==> config.mk <==
export PLATFORM = sky130hd
export DESIGN_NAME = aes_subshift_serial
export DESIGN_NICKNAME = d
export VERILOG_FILES = /design/src/rtl/aes_pkg.sv /design/src/rtl/aes_subshift_serial_sbox.sv /design/src/rtl/aes_subshift_serial.sv
export SDC_FILE = /design/constraint.sdc
export NUM_CORES = 1
export LEC_CHECK = 0
export BUFFER_PORTS_ARGS = -buffer_cell sky130_fd_sc_hd__buf_2
export CAP_MARGIN = 5
export CELL_PAD_IN_SITES_DETAIL_PLACEMENT = 1
export CELL_PAD_IN_SITES_GLOBAL_PLACEMENT = 1
export CORE_MARGIN = 5
export CORE_UTILIZATION = 42
export CTS_CLUSTER_DIAMETER = 50
export DETAILED_ROUTE_END_ITERATION = 10
export PLACE_DENSITY = 0.79
export SYNTH_ARGS = -nofsm -noshare
export SYNTH_HDL_FRONTEND = slang
export SYNTH_SLANG_ARGS = --single-unit
==> constraint.sdc <==
create_clock -name clk -period 5.5 [get_ports clk]
set_clock_uncertainty 0.1 [all_clocks]
set_input_delay 0.55 -clock clk [delete_from_list [all_inputs] [get_ports clk]]
set_output_delay 0.55 -clock clk [all_outputs]
set_load 0.03 [all_outputs]
==> src/rtl/aes_pkg.sv <==
// Shared AES definitions for the byte-serial SubBytes/ShiftRows stage:
// fixed widths, the byte-array state type, the ShiftRows index map and
// the FSM state encoding.
package aes_pkg;

    localparam int AES_STATE_W = 128;
    localparam int AES_BYTES   = 16;

    // Element 0 is the most significant byte, so byte i of a 128-bit state
    // vector (bits [127-8i -: 8]) is simply element i.
    typedef logic [0:AES_BYTES-1][7:0] aes_state_t;

    typedef enum logic [1:0] {
        ST_IDLE = 2'd0,
        ST_SUB  = 2'd1,
        ST_DONE = 2'd2
    } fsm_state_e;

    // Destination index of source byte src_idx after ShiftRows.
    // row = idx % 4 stays put; the column rotates left by row (2-bit wrap).
    function automatic logic [3:0] shiftrows_idx(input logic [3:0] src_idx);
        logic [1:0] row;
        logic [1:0] col;
        row = src_idx[1:0];
        col = src_idx[3:2] - row;
        return {col, row};
    endfunction

endpackage

==> src/rtl/aes_subshift_serial_sbox.sv <==
// AES forward S-box: purely combinational 256-entry lookup.
module aes_sbox (
    input  logic [7:0] unboxed_i,
    output logic [7:0] boxed_o
);

    localparam logic [7:0] SBOX [256] = '{
        8'h63, 8'h7c, 8'h77, 8'h7b, 8'hf2, 8'h6b, 8'h6f, 8'hc5, 8'h30, 8'h01, 8'h67, 8'h2b, 8'hfe, 8'hd7, 8'hab, 8'h76,
        8'hca, 8'h82, 8'hc9, 8'h7d, 8'hfa, 8'h59, 8'h47, 8'hf0, 8'had, 8'hd4, 8'ha2, 8'haf, 8'h9c, 8'ha4, 8'h72, 8'hc0,
        8'hb7, 8'hfd, 8'h93, 8'h26, 8'h36, 8'h3f, 8'hf7, 8'hcc, 8'h34, 8'ha5, 8'he5, 8'hf1, 8'h71, 8'hd8, 8'h31, 8'h15,
        8'h04, 8'hc7, 8'h23, 8'hc3, 8'h18, 8'h96, 8'h05, 8'h9a, 8'h07, 8'h12, 8'h80, 8'he2, 8'heb, 8'h27, 8'hb2, 8'h75,
        8'h09, 8'h83, 8'h2c, 8'h1a, 8'h1b, 8'h6e, 8'h5a, 8'ha0, 8'h52, 8'h3b, 8'hd6, 8'hb3, 8'h29, 8'he3, 8'h2f, 8'h84,
        8'h53, 8'hd1, 8'h00, 8'hed, 8'h20, 8'hfc, 8'hb1, 8'h5b, 8'h6a, 8'hcb, 8'hbe, 8'h39, 8'h4a, 8'h4c, 8'h58, 8'hcf,
        8'hd0, 8'hef, 8'haa, 8'hfb, 8'h43, 8'h4d, 8'h33, 8'h85, 8'h45, 8'hf9, 8'h02, 8'h7f, 8'h50, 8'h3c, 8'h9f, 8'ha8,
        8'h51, 8'ha3, 8'h40, 8'h8f, 8'h92, 8'h9d, 8'h38, 8'hf5, 8'hbc, 8'hb6, 8'hda, 8'h21, 8'h10, 8'hff, 8'hf3, 8'hd2,
        8'hcd, 8'h0c, 8'h13, 8'hec, 8'h5f, 8'h97, 8'h44, 8'h17, 8'hc4, 8'ha7, 8'h7e, 8'h3d, 8'h64, 8'h5d, 8'h19, 8'h73,
        8'h60, 8'h81, 8'h4f, 8'hdc, 8'h22, 8'h2a, 8'h90, 8'h88, 8'h46, 8'hee, 8'hb8, 8'h14, 8'hde, 8'h5e, 8'h0b, 8'hdb,
        8'he0, 8'h32, 8'h3a, 8'h0a, 8'h49, 8'h06, 8'h24, 8'h5c, 8'hc2, 8'hd3, 8'hac, 8'h62, 8'h91, 8'h95, 8'he4, 8'h79,
        8'he7, 8'hc8, 8'h37, 8'h6d, 8'h8d, 8'hd5, 8'h4e, 8'ha9, 8'h6c, 8'h56, 8'hf4, 8'hea, 8'h65, 8'h7a, 8'hae, 8'h08,
        8'hba, 8'h78, 8'h25, 8'h2e, 8'h1c, 8'ha6, 8'hb4, 8'hc6, 8'he8, 8'hdd, 8'h74, 8'h1f, 8'h4b, 8'hbd, 8'h8b, 8'h8a,
        8'h70, 8'h3e, 8'hb5, 8'h66, 8'h48, 8'h03, 8'hf6, 8'h0e, 8'h61, 8'h35, 8'h57, 8'hb9, 8'h86, 8'hc1, 8'h1d, 8'h9e,
        8'he1, 8'hf8, 8'h98, 8'h11, 8'h69, 8'hd9, 8'h8e, 8'h94, 8'h9b, 8'h1e, 8'h87, 8'he9, 8'hce, 8'h55, 8'h28, 8'hdf,
        8'h8c, 8'ha1, 8'h89, 8'h0d, 8'hbf, 8'he6, 8'h42, 8'h68, 8'h41, 8'h99, 8'h2d, 8'h0f, 8'hb0, 8'h54, 8'hbb, 8'h16
    };

    // Table lookup, no register.
    assign boxed_o = SBOX[unboxed_i];

endmodule

==> src/rtl/aes_subshift_serial.sv <==
// Byte-serial AES SubBytes + ShiftRows. One shared S-box processes the
// 16 state bytes over 16 cycles; each result lands directly in its
// ShiftRows position of the output register.
//
// Handshake: a transfer happens on a rising edge where valid and ready are
// both high. Upstream holds in_valid/in_state until in_ready; out_state is
// stable while out_valid is high and until out_ready completes the transfer.
module aes_subshift_serial
    import aes_pkg::*;
(
    input  logic                   clk,
    input  logic                   rst,
    input  logic                   in_valid,
    output logic                   in_ready,
    input  logic [AES_STATE_W-1:0] in_state,
    output logic                   out_valid,
    input  logic                   out_ready,
    output logic [AES_STATE_W-1:0] out_state,
    output logic                   busy
);

    fsm_state_e state_q, state_d;
    logic [3:0] cnt_q, cnt_d;
    aes_state_t src_q, src_d;
    aes_state_t out_q, out_d;
    logic [7:0] sbox_in;
    logic [7:0] sbox_out;

    // The counter picks the source byte fed to the shared S-box.
    assign sbox_in = src_q[cnt_q];

    aes_sbox sboxinst1 (
        .unboxed_i (sbox_in),
        .boxed_o   (sbox_out)
    );

    // State registers; reset discards any partial result.
    always_ff @(posedge clk) begin
        if (rst) begin
            state_q <= ST_IDLE;
            cnt_q   <= '0;
            src_q   <= '0;
            out_q   <= '0;
        end else begin
            state_q <= state_d;
            cnt_q   <= cnt_d;
            src_q   <= src_d;
            out_q   <= out_d;
        end
    end

    // Next-state, byte write and handshake outputs.
    always_comb begin
        state_d   = state_q;
        cnt_d     = cnt_q;
        src_d     = src_q;
        out_d     = out_q;
        in_ready  = 1'b0;
        out_valid = 1'b0;
        case (state_q)
            ST_IDLE: begin
                in_ready = 1'b1;
                if (in_valid) begin
                    src_d   = in_state;
                    cnt_d   = 4'd0;
                    state_d = ST_SUB;
                end
            end
            ST_SUB: begin
                out_d[shiftrows_idx(cnt_q)] = sbox_out;
                cnt_d = cnt_q + 4'd1;
                if (cnt_q == 4'd15) begin
                    state_d = ST_DONE;
                end
            end
            ST_DONE: begin
                out_valid = 1'b1;
                if (out_ready) begin
                    state_d = ST_IDLE;
                end
            end
            default: begin
                state_d = ST_IDLE;
            end
        endcase
    end

    assign busy      = (state_q != ST_IDLE);
    assign out_state = out_q;

endmodule

==> results.py <==
metrics = {
    "run_status": {
        "status": "finished clean",
    },
    "critical_path": {
        "cpLargestDelayFamily": "simple AND/OR/NAND/NOR gates",
        "cp_max_fo": 16,
        "end_kind": "flip-flop",
        "path_class": "flip-flop to flip-flop",
        "slowest_stage": "mux4_1",
        "cp.required_ns": 5.89,
        "cpPeakStageDelay_ns": 0.70,
        "startpoint_type": "flip-flop",
        "worstPathArrival_ns": 5.47,
        "path_cells": "mux4_1 -> nand2_1 -> and4_1 -> inv_2 -> ha_1 -> inv_1 -> nand3_1 -> a211o_1 -> o311ai_1 -> nor3_1 -> or3_1 -> a311oi_1",
        "path_buf_inv": 2,
    },
    "logic_synthesis": {
        "synthDistinctLibCells": 97,
        "avgSynthCellArea_um2": 8.07,
        "postSynthCellCount": 1796,
        "async_flop_share_pct": 0,
        "dominantRegCellSynth": "dfxtp_1",
        "yosysTopAreaCellShare_pct": 36.2,
        "ys_seq_area_share_pct": 36.2,
        "synth-edff-count": 0,
        "syn-num-nets": 1947,
        "synth_area_um2": 14500,
        "yosys.area.top_type": "dfxtp_1",
        "yosys-top-cells-area": "dfxtp_1 (36%), nand2_1 (8.7%), a21oi_1 (6.9%)",
        "ys_ff_latch": 262,
        "yosysWarnings": 0,
    },
    "global_routing": {
        "grt_overflow": 0,
        "grt_pass1_vias": 15653,
        "track_usage_pct": 31.6,
        "grt_pass1_wl_mm": 95.5,
        "antenna_found_initial": 0,
        "grt_max_degree": 143,
    },
    "drt": {
        "dr.pass1.iters": 5,
        "antenna_left": 0,
        "detail_route.vias_per_cell": 6.18,
        "wire_per_inst_um": 26.1,
        "drtIter0Drc": 1479,
        "drc": 0,
        "drt_wl_total_mm": 64.1,
        "vias": 15207,
    },
    "power": {
        "p_leak_nw": 6.36,
        "p_per_area_nw_per_um2": 312,
        "ir_drop_v": 0.000250,
    },
    "floorplan": {
        "pin_count": 263,
        "die_w_um": 196,
        "num_rows": 68,
        "start_util_pct": 42.3,
        "die_area_um2": 38300,
        "core_um2": 34300,
        "die_h_um": 196,
    },
    "timing": {
        "finalCritPeriodShare_pct": 92.4,
        "hold_viol_final": 0,
        "finalCriticalPeriod_ns": 5.08,
        "fin_hold_ws_ns": 0.0892,
        "max_freq_mhz": 197,
        "tns_ns": 0,
        "rsz0062_at_grt": "no",
        "setup_slack_ns": 0.417,
        "setup_violations": 0,
        "drv_slew": 0,
        "tightest_slew_ns": 1.25,
        "maxSlewHeadroom_pct": 17.0,
    },
    "placement": {
        "preCtsSetupSlack_ns": 0.434,
        "portBuffers": 262,
        "gp_congestion": 0.958,
        "dp_hpwl_mm": 45.8,
        "placed_area_um2": 16000,
    },
    "clock_network": {
        "clk_pin_slew_ns": 0.06,
        "post-cts-setup-buffers": 0,
        "tritoncts": "built",
        "cts-root-buf": "clkbuf_16",
        "ctsResizeCount": 0,
        "insertion_delay_ns": 0.60,
        "htreeDepth": 1,
        "cts_buffer_depth": 3,
        "holdBufCountCts": 0,
        "cts_buffers": 30,
        "clock_sinks": 262,
    },
    "final_layout": {
        "layout.nets": 2138,
        "postLayoutCoreUtil_pct": 49.6,
        "final_area_um2": 17000,
        "final_layout_size_suffix_gt1_share_pct": 23.9,
        "n_antenna_cell": 0,
        "area_growth_pct": 17.4,
    },
    "run": {
        "cap_violations": 0,
    },
    "hold_path": {
        "min_path_type": "input pin to flip-flop",
    },
}
==> worst register-to-register path, stage by stage (launching register included) <==
cell and delay (ns):
dfxtp_2 0.68, mux4_1 0.71, nand2_1 0.12, and4_1 0.44
inv_2 0.25, ha_1 0.48, inv_1 0.28, nand3_1 0.32
a211o_1 0.42, o311ai_1 0.10, nor3_1 0.10, or3_1 0.60
a311oi_1 0.39
==> per-stage QoR <==
step	total power, mW	std cells
after global routing	5.49	2459
after floorplan	2.82	1796
after detailed placement	3.30	2410
after global placement	3.29	2410
after CTS	5.31	2459
final	5.31	2459
==> layer usage <==
layer	vias to the layer above	share of wire, %	track usage, %
li1	6922	-	-
met1	7466	41	40.8
met2	646	46	50.8
met3	173	7.5	6.90
met4	0	4.8	14.1
met5	-	0	0
==> report_power, final <==
part	total, mW	leakage, nW	internal, mW	switching (mW)
Clock	2.02	0.480	1.18	0.838
Sequential	2.02	2.13	1.97	0.0501
Combinational	1.27	3.75	0.389	0.885
Total	5.31	6.36	3.54	1.77
==> flip-flops by register name (all words and copies together), names as in the netlist <==
| register | cells |
|---|---|
| out_state | 128 |
| src_q | 128 |
| cnt_q | 4 |
| state_q | 2 |
==> cell type report <==
cell class	count	area, um2
clock inverter	12	176
multi-input combinational	1344	8230
tap	455	569
clock buffer	37	807
fill	4190	17300
sequential	262	5250
timing repair buffer	331	1910
inverter	18	70.1
==> cell usage after synthesis (all sizes together) (23+ instances only) <==
library cell  count
nand2           338
dfxtp           262
a21oi           204
nor2            164
o21ai           122
buf              86
clkbuf           86
a211oi           60
nand3            58
a311oi           37
nor3             36
nand3b           34
mux4             24
o31ai            24
o2111ai          23
==> path summary, 6_finish.rpt <==
check	from	endpoint	slack, ns	cells past startpoint
setup / recovery	cnt_q[0]	out_state[15]	0.42	12
hold / removal	in_state[88]	src_q[88]	0.09	3
setup reg to reg	cnt_q[0]	out_state[15]	0.42	12
hold reg to reg	src_q[53]	src_q[53]	0.35	2
==> cell families after synthesis <==
family          share of synthesized area [%]
buf+inv                                  7.30
simple gates                             20.8
xor+xnor                                0.121
mux                                      5.43
compound gates                           28.5
flops                                    36.2
fa+ha+maj                                1.64
==> cell usage in the layout (no fill, tap or decap), drive strengths merged, types with 34 or more instances in the layout <==
cell      n
a211oi   60
dfxtp   262
a21oi   204
nand3    58
nor3     36
nand3b   34
o21ai   122
nor2    164
clkbuf   38
nand2   338
buf     330
a311oi   37
(Power assumes the default switching activity.)
